==> src/rtl/mem_pkg.sv <==
// Shared definitions for the MEM-stage access unit.
// Contents:
//   DEF_DATA_W  - default data/address width
//   REG_ADDR_W  - register-file address width
//   mem_state_e - access FSM states (IDLE, BUSY, RESP)
package mem_pkg;

    localparam int DEF_DATA_W = 32;
    localparam int REG_ADDR_W = 5;

    typedef enum logic [1:0] {
        IDLE = 2'd0,
        BUSY = 2'd1,
        RESP = 2'd2
    } mem_state_e;

endpackage

==> src/rtl/mem_timeout_ctr.sv <==
// Clear/enable counter that flags the last allowed BUSY cycle.
// Ports:
//   clk, reset - clock, asynchronous active-high reset
//   i_clr      - synchronous clear (wins over i_en)
//   i_en       - count enable
//   o_tc       - high while the count equals TIMEOUT-1
module mem_timeout_ctr #(
    parameter int TIMEOUT = 16
) (
    input  logic clk,
    input  logic reset,
    input  logic i_clr,
    input  logic i_en,
    output logic o_tc
);

    localparam int CNT_W = $clog2(TIMEOUT);

    logic [CNT_W-1:0] r_cnt;

    always_ff @(posedge clk or posedge reset) begin
        if (reset) begin
            r_cnt <= '0;
        end else if (i_clr) begin
            r_cnt <= '0;
        end else if (i_en) begin
            r_cnt <= r_cnt + 1'b1;
        end
    end

    // The owner stops enabling at terminal count, so the counter never wraps.
    assign o_tc = (r_cnt == CNT_W'(TIMEOUT - 1));

endmodule

==> src/rtl/mem_access_unit.sv <==
// MEM-stage access unit: consumes EX/MEM outputs, performs loads/stores over
// a req/ack data-memory handshake, stalls the front end while an access is
// outstanding, and presents registered write-back results.
// Optional feature macro: MEM_ALIGN_CHECK_EN (reject non-word-aligned accesses).
// Ports:
//   clk, reset          - clock, asynchronous active-high reset
//   ex_addr/ex_wdata    - ALU result (address) and store data
//   ex_rd               - destination register
//   ex_mem_wen/ex_wb_sel- store request / load (write back memory data)
//   dmem_req/we/addr/wdata, dmem_ack, dmem_rdata - data memory handshake
//   stall               - hold for IF/ID/EX
//   wb_data/wb_rd/wb_wen- write-back result toward MEM/WB
//   err                 - sticky timeout/misalignment flag
module mem_access_unit
    import mem_pkg::*;
#(
    parameter int DATA_W  = DEF_DATA_W,
    parameter int TIMEOUT = 16
) (
    input  logic                  clk,
    input  logic                  reset,
    input  logic [DATA_W-1:0]     ex_addr,
    input  logic [DATA_W-1:0]     ex_wdata,
    input  logic [REG_ADDR_W-1:0] ex_rd,
    input  logic                  ex_mem_wen,
    input  logic                  ex_wb_sel,
    output logic                  dmem_req,
    output logic                  dmem_we,
    output logic [DATA_W-1:0]     dmem_addr,
    output logic [DATA_W-1:0]     dmem_wdata,
    input  logic                  dmem_ack,
    input  logic [DATA_W-1:0]     dmem_rdata,
    output logic                  stall,
    output logic [DATA_W-1:0]     wb_data,
    output logic [REG_ADDR_W-1:0] wb_rd,
    output logic                  wb_wen,
    output logic                  err
);

    mem_state_e              r_state;
    mem_state_e              w_state_nxt;
    logic                    r_dmem_req;
    logic                    r_dmem_we;
    logic [DATA_W-1:0]       r_dmem_addr;
    logic [DATA_W-1:0]       r_dmem_wdata;
    logic [DATA_W-1:0]       r_wb_data;
    logic [REG_ADDR_W-1:0]   r_wb_rd;
    logic                    r_wb_wen;
    logic                    r_err;
    logic                    w_access;
    logic                    w_misalign;
    logic                    w_tc;

    assign w_access = ex_mem_wen | ex_wb_sel;

`ifdef MEM_ALIGN_CHECK_EN
    assign w_misalign = (ex_addr[1:0] != 2'b00);
`else
    assign w_misalign = 1'b0;
`endif

    mem_timeout_ctr #(
        .TIMEOUT (TIMEOUT)
    ) u_timeout_ctr (
        .clk   (clk),
        .reset (reset),
        .i_clr (r_state == IDLE),
        .i_en  ((r_state == BUSY) && !dmem_ack && !w_tc),
        .o_tc  (w_tc)
    );

    always_ff @(posedge clk or posedge reset) begin
        if (reset) begin
            r_state <= IDLE;
        end else begin
            r_state <= w_state_nxt;
        end
    end

    always_comb begin
        w_state_nxt = r_state;
        case (r_state)
            IDLE:    if (w_access) w_state_nxt = w_misalign ? RESP : BUSY;
            BUSY:    if (dmem_ack || w_tc) w_state_nxt = RESP;
            RESP:    w_state_nxt = IDLE;
            default: w_state_nxt = IDLE;
        endcase
    end

    always_ff @(posedge clk or posedge reset) begin
        if (reset) begin
            r_dmem_req   <= 1'b0;
            r_dmem_we    <= 1'b0;
            r_dmem_addr  <= '0;
            r_dmem_wdata <= '0;
            r_wb_data    <= '0;
            r_wb_rd      <= '0;
            r_wb_wen     <= 1'b0;
            r_err        <= 1'b0;
        end else begin
            case (r_state)
                IDLE: begin
                    if (!w_access) begin
                        r_wb_data <= ex_addr;
                        r_wb_rd   <= ex_rd;
                        r_wb_wen  <= (ex_rd != '0);
                    end else if (w_misalign) begin
                        r_err    <= 1'b1;
                        r_wb_wen <= 1'b0;
                    end else begin
                        // A store wins when both store and load are flagged.
                        r_dmem_addr  <= ex_addr;
                        r_dmem_wdata <= ex_wdata;
                        r_dmem_we    <= ex_mem_wen;
                        r_dmem_req   <= 1'b1;
                        r_wb_rd      <= ex_rd;
                        r_wb_wen     <= 1'b0;
                    end
                end
                BUSY: begin
                    if (dmem_ack) begin
                        r_dmem_req <= 1'b0;
                        if (!r_dmem_we) begin
                            r_wb_data <= dmem_rdata;
                            r_wb_wen  <= (r_wb_rd != '0);
                        end else begin
                            r_wb_wen  <= 1'b0;
                        end
                    end else if (w_tc) begin
                        r_dmem_req <= 1'b0;
                        r_err      <= 1'b1;
                        r_wb_wen   <= 1'b0;
                    end
                end
                default: begin
                    r_wb_wen <= 1'b0;
                end
            endcase
        end
    end

    // RESP deliberately releases the stall: the ex_* inputs still hold the
    // consumed instruction and must be allowed to advance.
    assign stall      = ((r_state == IDLE) && w_access) || (r_state == BUSY);
    assign dmem_req   = r_dmem_req;
    assign dmem_we    = r_dmem_we;
    assign dmem_addr  = r_dmem_addr;
    assign dmem_wdata = r_dmem_wdata;
    assign wb_data    = r_wb_data;
    assign wb_rd      = r_wb_rd;
    assign wb_wen     = r_wb_wen;
    assign err        = r_err;

endmodule

==> config.mk <==
export PLATFORM = sky130hd
export DESIGN_NAME = mem_access_unit
export DESIGN_NICKNAME = d
export VERILOG_FILES = /design/src/rtl/mem_pkg.sv /design/src/rtl/mem_timeout_ctr.sv /design/src/rtl/mem_access_unit.sv
export SDC_FILE = /design/constraint.sdc
export NUM_CORES = 1
export LEC_CHECK = 0
export CAP_MARGIN = 20
export CORE_MARGIN = 10
export CORE_UTILIZATION = 38
export DETAILED_ROUTE_END_ITERATION = 16
export HOLD_SLACK_MARGIN = 0.06
export PLACE_DENSITY_LB_ADDON = 0.1
export SYNTH_ARGS = -nofsm -noshare
export SYNTH_HDL_FRONTEND = slang
export SYNTH_HIERARCHICAL = 1
export SYNTH_SLANG_ARGS = --single-unit
export TNS_END_PERCENT = 1
==> constraint.sdc <==
create_clock -name clk -period 3.8 [get_ports clk]
set_input_delay 0.95 -clock clk [delete_from_list [all_inputs] [get_ports clk]]
set_output_delay 0.95 -clock clk [all_outputs]
set_load 0.005 [all_outputs]
**After elaboration in Yosys (flattened, before gate mapping)**

Index checks and enable logic that the tools add are counted.

- Add/sub/neg operators: 1
- Eq/ne operators: 8
- Multiplexer cells: 17
- Bitwise gates (word level): 2
- Reductions and logical operators: 17

Operators by type and width:

| kind | number |
|---|---|
| $mux W32 | 3 |
| $pmux W32 S2 | 1 |
| $reduce_bool A5 Y1 | 2 |
| $mux W4 | 2 |
| $ne A2 B2 Y1 const B | 4 |
| $mux W1 | 6 |
| $reduce_and A3 Y1 | 2 |
| $add A4 B1 Y4 const B | 1 |
| $eq A4 B4 Y1 const B | 1 |
| $mux W2 | 2 |
| $pmux W1 S2 | 2 |
| $pmux W2 S2 | 1 |
| $reduce_and A2 Y1 | 2 |
| $reduce_and A4 Y1 | 1 |
| $reduce_bool A2 Y1 | 2 |
| $logic_and A1 B1 Y1 | 3 |
| $ne A3 B3 Y1 const B | 1 |
| $eq A2 B1 Y1 const B | 1 |
| $logic_not A1 Y1 | 2 |
| $logic_not A2 Y1 | 1 |
| $logic_or A1 B1 Y1 | 2 |
| $ne A2 B1 Y1 const B | 1 |
| $not A1 Y1 | 1 |
| $or A1 B1 Y1 | 1 |

- Register bits after elaboration: 111
- Bits of input ports: 106
- Output and inout bits: 106
- Logic and storage cells: 55

**Longest topological paths before layout**

- Word-level depth: 5
- Depth in mapped cells: 6
- Gate-level depth less buffers: 5

**Cells and area by module**

The synthesis kept the hierarchy.

Modules (own cells, without submodules):

| module | instances | cells an instance | area each (µm²) | seq. area each (µm²) |
|---|---|---|---|---|
| mem_access_unit | 1 | 280 | 4456.8 | 2677.6 |
| mem_timeout_ctr | 1 | 18 | 202.7 | 100.1 |

**Worst setup path before layout**

OpenSTA, ideal clock, no wires.

- Kind: input to register
- From: input dmem_ack
- To: register u_timeout_ctr.r_cnt[3]
- Library setup time: 0.125 ns
- Data arrival time: 2.445 ns
- Required time: 3.675 ns
- Path slack: 1.230 ns
- Stages: 3
- Buffers on the path: 0
- Cells stage by stage: nor4b_1 nand4_1 mux2_4

- Longest elaborated chain between the ends: 4

RTL lines:

| what | line | source |
|---|---|---|
| from (decl) | mem_access_unit.sv:31 | `input logic dmem_ack,` |
| $logic_not A1 Y1 | mem_access_unit.sv:68 | `.i_en ((r_state == BUSY) && !dmem_ack && !w_tc),` |
| $logic_and A1 B1 Y1 (2 in a row) | mem_access_unit.sv:68 |  |
| $reduce_bool A2 Y1 (no line) | -- |  |
| to (signal assigned) | mem_timeout_ctr.sv:27 | `r_cnt <= r_cnt + 1'b1;` |
| to (decl) | mem_timeout_ctr.sv:19 | `logic [CNT_W-1:0] r_cnt;` |

Every way passes these cells.
A chain may end at the register's enable or synchronous reset.

**Final worst setup path**

- From: input ex_wb_sel
- To: output stall

- Longest elaborated chain between the ends: 3

RTL lines:

| what | line | source |
|---|---|---|
| from (decl) | mem_access_unit.sv:26 | `input logic ex_wb_sel,` |
| $or A1 B1 Y1 | mem_access_unit.sv:54 | `assign w_access = ex_mem_wen \| ex_wb_sel;` |
| $logic_and A1 B1 Y1 | mem_access_unit.sv:144 | `assign stall = ((r_state == IDLE) && w_access) \|\| (r_state == BUSY);` |
| $logic_or A1 B1 Y1 | mem_access_unit.sv:144 |  |
| to (decl) | mem_access_unit.sv:33 | `output logic stall,` |

Every way passes these cells.

==> results <==
## power groups by stage
stage	Sequential (mW)	Combinational, mW	Clock [mW]
after floorplan	2.13	1.24	0
after global placement	2.08	2.80	0
after detailed placement	2.11	2.84	0
after CTS	2.09	2.85	1.01
after global routing	2.17	2.99	1.06
final	2.09	2.77	0.976
## metrics by stage
step                      area (um^2)  hold slack, ns
final                            7220           0.481
after floorplan                  4660           0.468
after global routing             7220           0.512
after detailed placement         6910           0.470
after CTS                        7220           0.485
after global placement           6910           0.461
## layer usage
layer,vias up,track usage,part of all wire
li1,1504,-,-
met1,1634,0.161,0.37
met2,117,0.255,0.51
met3,12,0.0709,0.11
met4,0,0.0543,0.012
met5,-,0,0
## worst paths after layout
| check | to | slack (ns) | start |
|---|---|---|---|
| min | wb_wen | 0.48 | wb_wen |
| max reg2reg | wb_data[12] | 1.60 | r_state[1] |
| min in group asynchronous | u_timeout_ctr/r_cnt[3] | 0.89 | reset |
| max in group asynchronous | wb_data[10] | 2.12 | reset |
| max | stall | 0.35 | ex_wb_sel |
| min reg2reg | wb_wen | 0.48 | wb_wen |
## layout by cell type (no fill, tap or decap), drive strengths merged, types with 2 or more instances in the layout
cell	synthesis	final
nand3b	2	2
o21ai	3	3
inv	2	2
or4	2	2
nand2b	3	3
mux2	134	134
dfrtp	111	111
clkdlybuf4s50	0	211
nand2	3	3
clkinv	0	2
a21oi	2	2
buf	15	6
clkbuf	0	13
nor2	6	6
## sequential cells by signal (all words and copies together) (netlist names)
name and flops:
wb_wen 1, dmem_wdata 32, dmem_we 1, err 1, dmem_req 1, wb_data 32
r_state 2, dmem_addr 32, u_timeout_ctr/r_cnt 4, wb_rd 5
## cell usage after synthesis
cell type and count:
o21ai_0 2, o21ai_1 1, o31ai_1 1, mux2i_1 1
mux2_2 131, nor2b_1 1, nand4_1 1, buf_6 6
a21bo_2 1, mux2_4 1, a22o_1 1, nor2_1 5
a21oi_4 1, nor4bb_1 1, dfrtp_1 111, nor2_4 1
o21bai_1 1, nor4b_1 1, ha_1 1, inv_1 2
a21oi_1 1, buf_2 8, or3_1 1, mux2_1 2
buf_4 1, or4_1 2, xnor2_1 1, nor4_1 1
nand3_1 1, nand2b_1 3, nand2_1 3, and3_1 1
nand3b_1 2
## area by class of cell
type / instances / area (um^2) / share of cell area
Multi-Input combinational cell: 170 / 1770 / 0.245
Sequential cell: 111 / 2780 / 0.384
Clock buffer: 13 / 270 / 0.0374
Clock inverter: 3 / 40.0 / 0.00554
Timing Repair Buffer: 217 / 2170 / 0.300
Tap cell: 147 / 184 / 0.0255
Inverter: 2 / 10.0 / 0.00139
## worst max-delay path: stages
cell	delay, ns
clkdlybuf4s50_1	0.50
nor4_1	0.47
nor2_1	0.08
clkdlybuf4s50_1	0.50
## cell families after synthesis
logic type | after synthesis | synth area share
buf+inv | 17 | 0.0263
simple gates | 24 | 0.0312
flops | 111 | 0.596
fa+ha+maj | 1 | 0.00268
compound gates | 9 | 0.0150
xor+xnor | 1 | 0.00188
mux | 135 | 0.327
==> impl_metrics.env <==
export IMPL_worst_setup_path_end_kind="primary output"
export IMPL_start_kind="primary input"
export IMPL_syn_nets=405
export IMPL_grt_max_degree=52
export IMPL_yosys_top_cells_area="dfrtp_1, mux2_2, buf_6, buf_2, mux2_1"
export IMPL_drive_above_1_share=0.308
export IMPL_cts_sinks=111
export IMPL_p_leak_nw=2.96
export IMPL_finalPower_mw=5.83
export IMPL_place_inst=647
export IMPL_status="finished clean"
export IMPL_wl_um=13000
export IMPL_switchingPower_mw=1.65
export IMPL_yosysTopAreaCellShare=0.596
export IMPL_diodes=0
export IMPL_tightest_slew_ns=0.937
export IMPL_hold_viol=0
export IMPL_hold_class="reg -> reg"
export IMPL_path_class="in -> out"
export IMPL_yosysSeqAreaShare=0.596
export IMPL_utilization=0.601
export IMPL_clk_path_buf_depth=2
export IMPL_die_x_um=131
export IMPL_finClkSkew_ns=0.00406
export IMPL_start_util=0.388
export IMPL_nets=618
export IMPL_ctsHoldBuffers=0
export IMPL_setup_ws_ns=0.352
export IMPL_hold_depth=2
export IMPL_worstRegToRegCells=3
export IMPL_fin_cells=663
export IMPL_firstDrtPassIters=4
export IMPL_swShare=0.283
export IMPL_setup_viol_count_final=0
export IMPL_viasPerCell=4.93
export IMPL_cp_required_ns=2.85
export IMPL_finalCritPeriodShare=0.907
export IMPL_ant_nets=0
export IMPL_netlist_area_mm2=0.00466
export IMPL_seqPwrFrac=0.358
export IMPL_fmax_mhz=290
export IMPL_peakVddDrop_uv=478
export IMPL_place_ws_ns=0.354
export IMPL_dp_hpwl_um=9750
export IMPL_port_buffers=211
export IMPL_ys_ff_latch=111
export IMPL_gp_congestion=0.699
export IMPL_drv_cap=0
export IMPL_drt_iter0_markers=59
export IMPL_ctsResizeCount=0
export IMPL_dieArea_mm2=0.0171
export IMPL_setup_tns_final_ns=0
export IMPL_worstPathMaxFanout=4
export IMPL_drv_slew=0
export IMPL_wire_per_inst_um=19.6
export IMPL_internal_power_mw=4.19
export IMPL_fp_dieH_um=131
export IMPL_combPwrFrac=0.475
export IMPL_syn2layout_area_growth_pct=55.0
export IMPL_clkTransAtPathRegs_ns=0.07
export IMPL_post_cts_setup_buffers=0
export IMPL_clk_latency_ns=0.34
export IMPL_antenna_found_initial=0
export IMPL_fill_cells=1027
export IMPL_ys_types=33
export IMPL_min_period_ns=3.45
export IMPL_io_pins=212
export IMPL_slew_headroom=0.375
export IMPL_synth_area_leader_cell="dfrtp_1"
export IMPL_cp_arrival_ns=2.50
export IMPL_cts_tree="yes"
export IMPL_grt_overflow=0
export IMPL_rsz0062_at_grt="false"
export IMPL_yosys_warnings=6
export IMPL_syn_area_per_cell_um2=15.6
export IMPL_grtUsageTotal=0.150
export IMPL_p_clk_frac=0.167
export IMPL_num_rows=40
export IMPL_grt_pass1_vias=3536
export IMPL_p_per_area_mw_per_mm2=808
export IMPL_vias=3267
export IMPL_cts_htree_levels=3
export IMPL_grt_first_pass_wirelength_um=19700
export IMPL_root_buffer="clkbuf_16"
export IMPL_netlist_instances=298
export IMPL_core_area_mm2=0.0120
export IMPL_drc=0
export IMPL_cts_buffers=9
(Power assumes the default switching activity.)
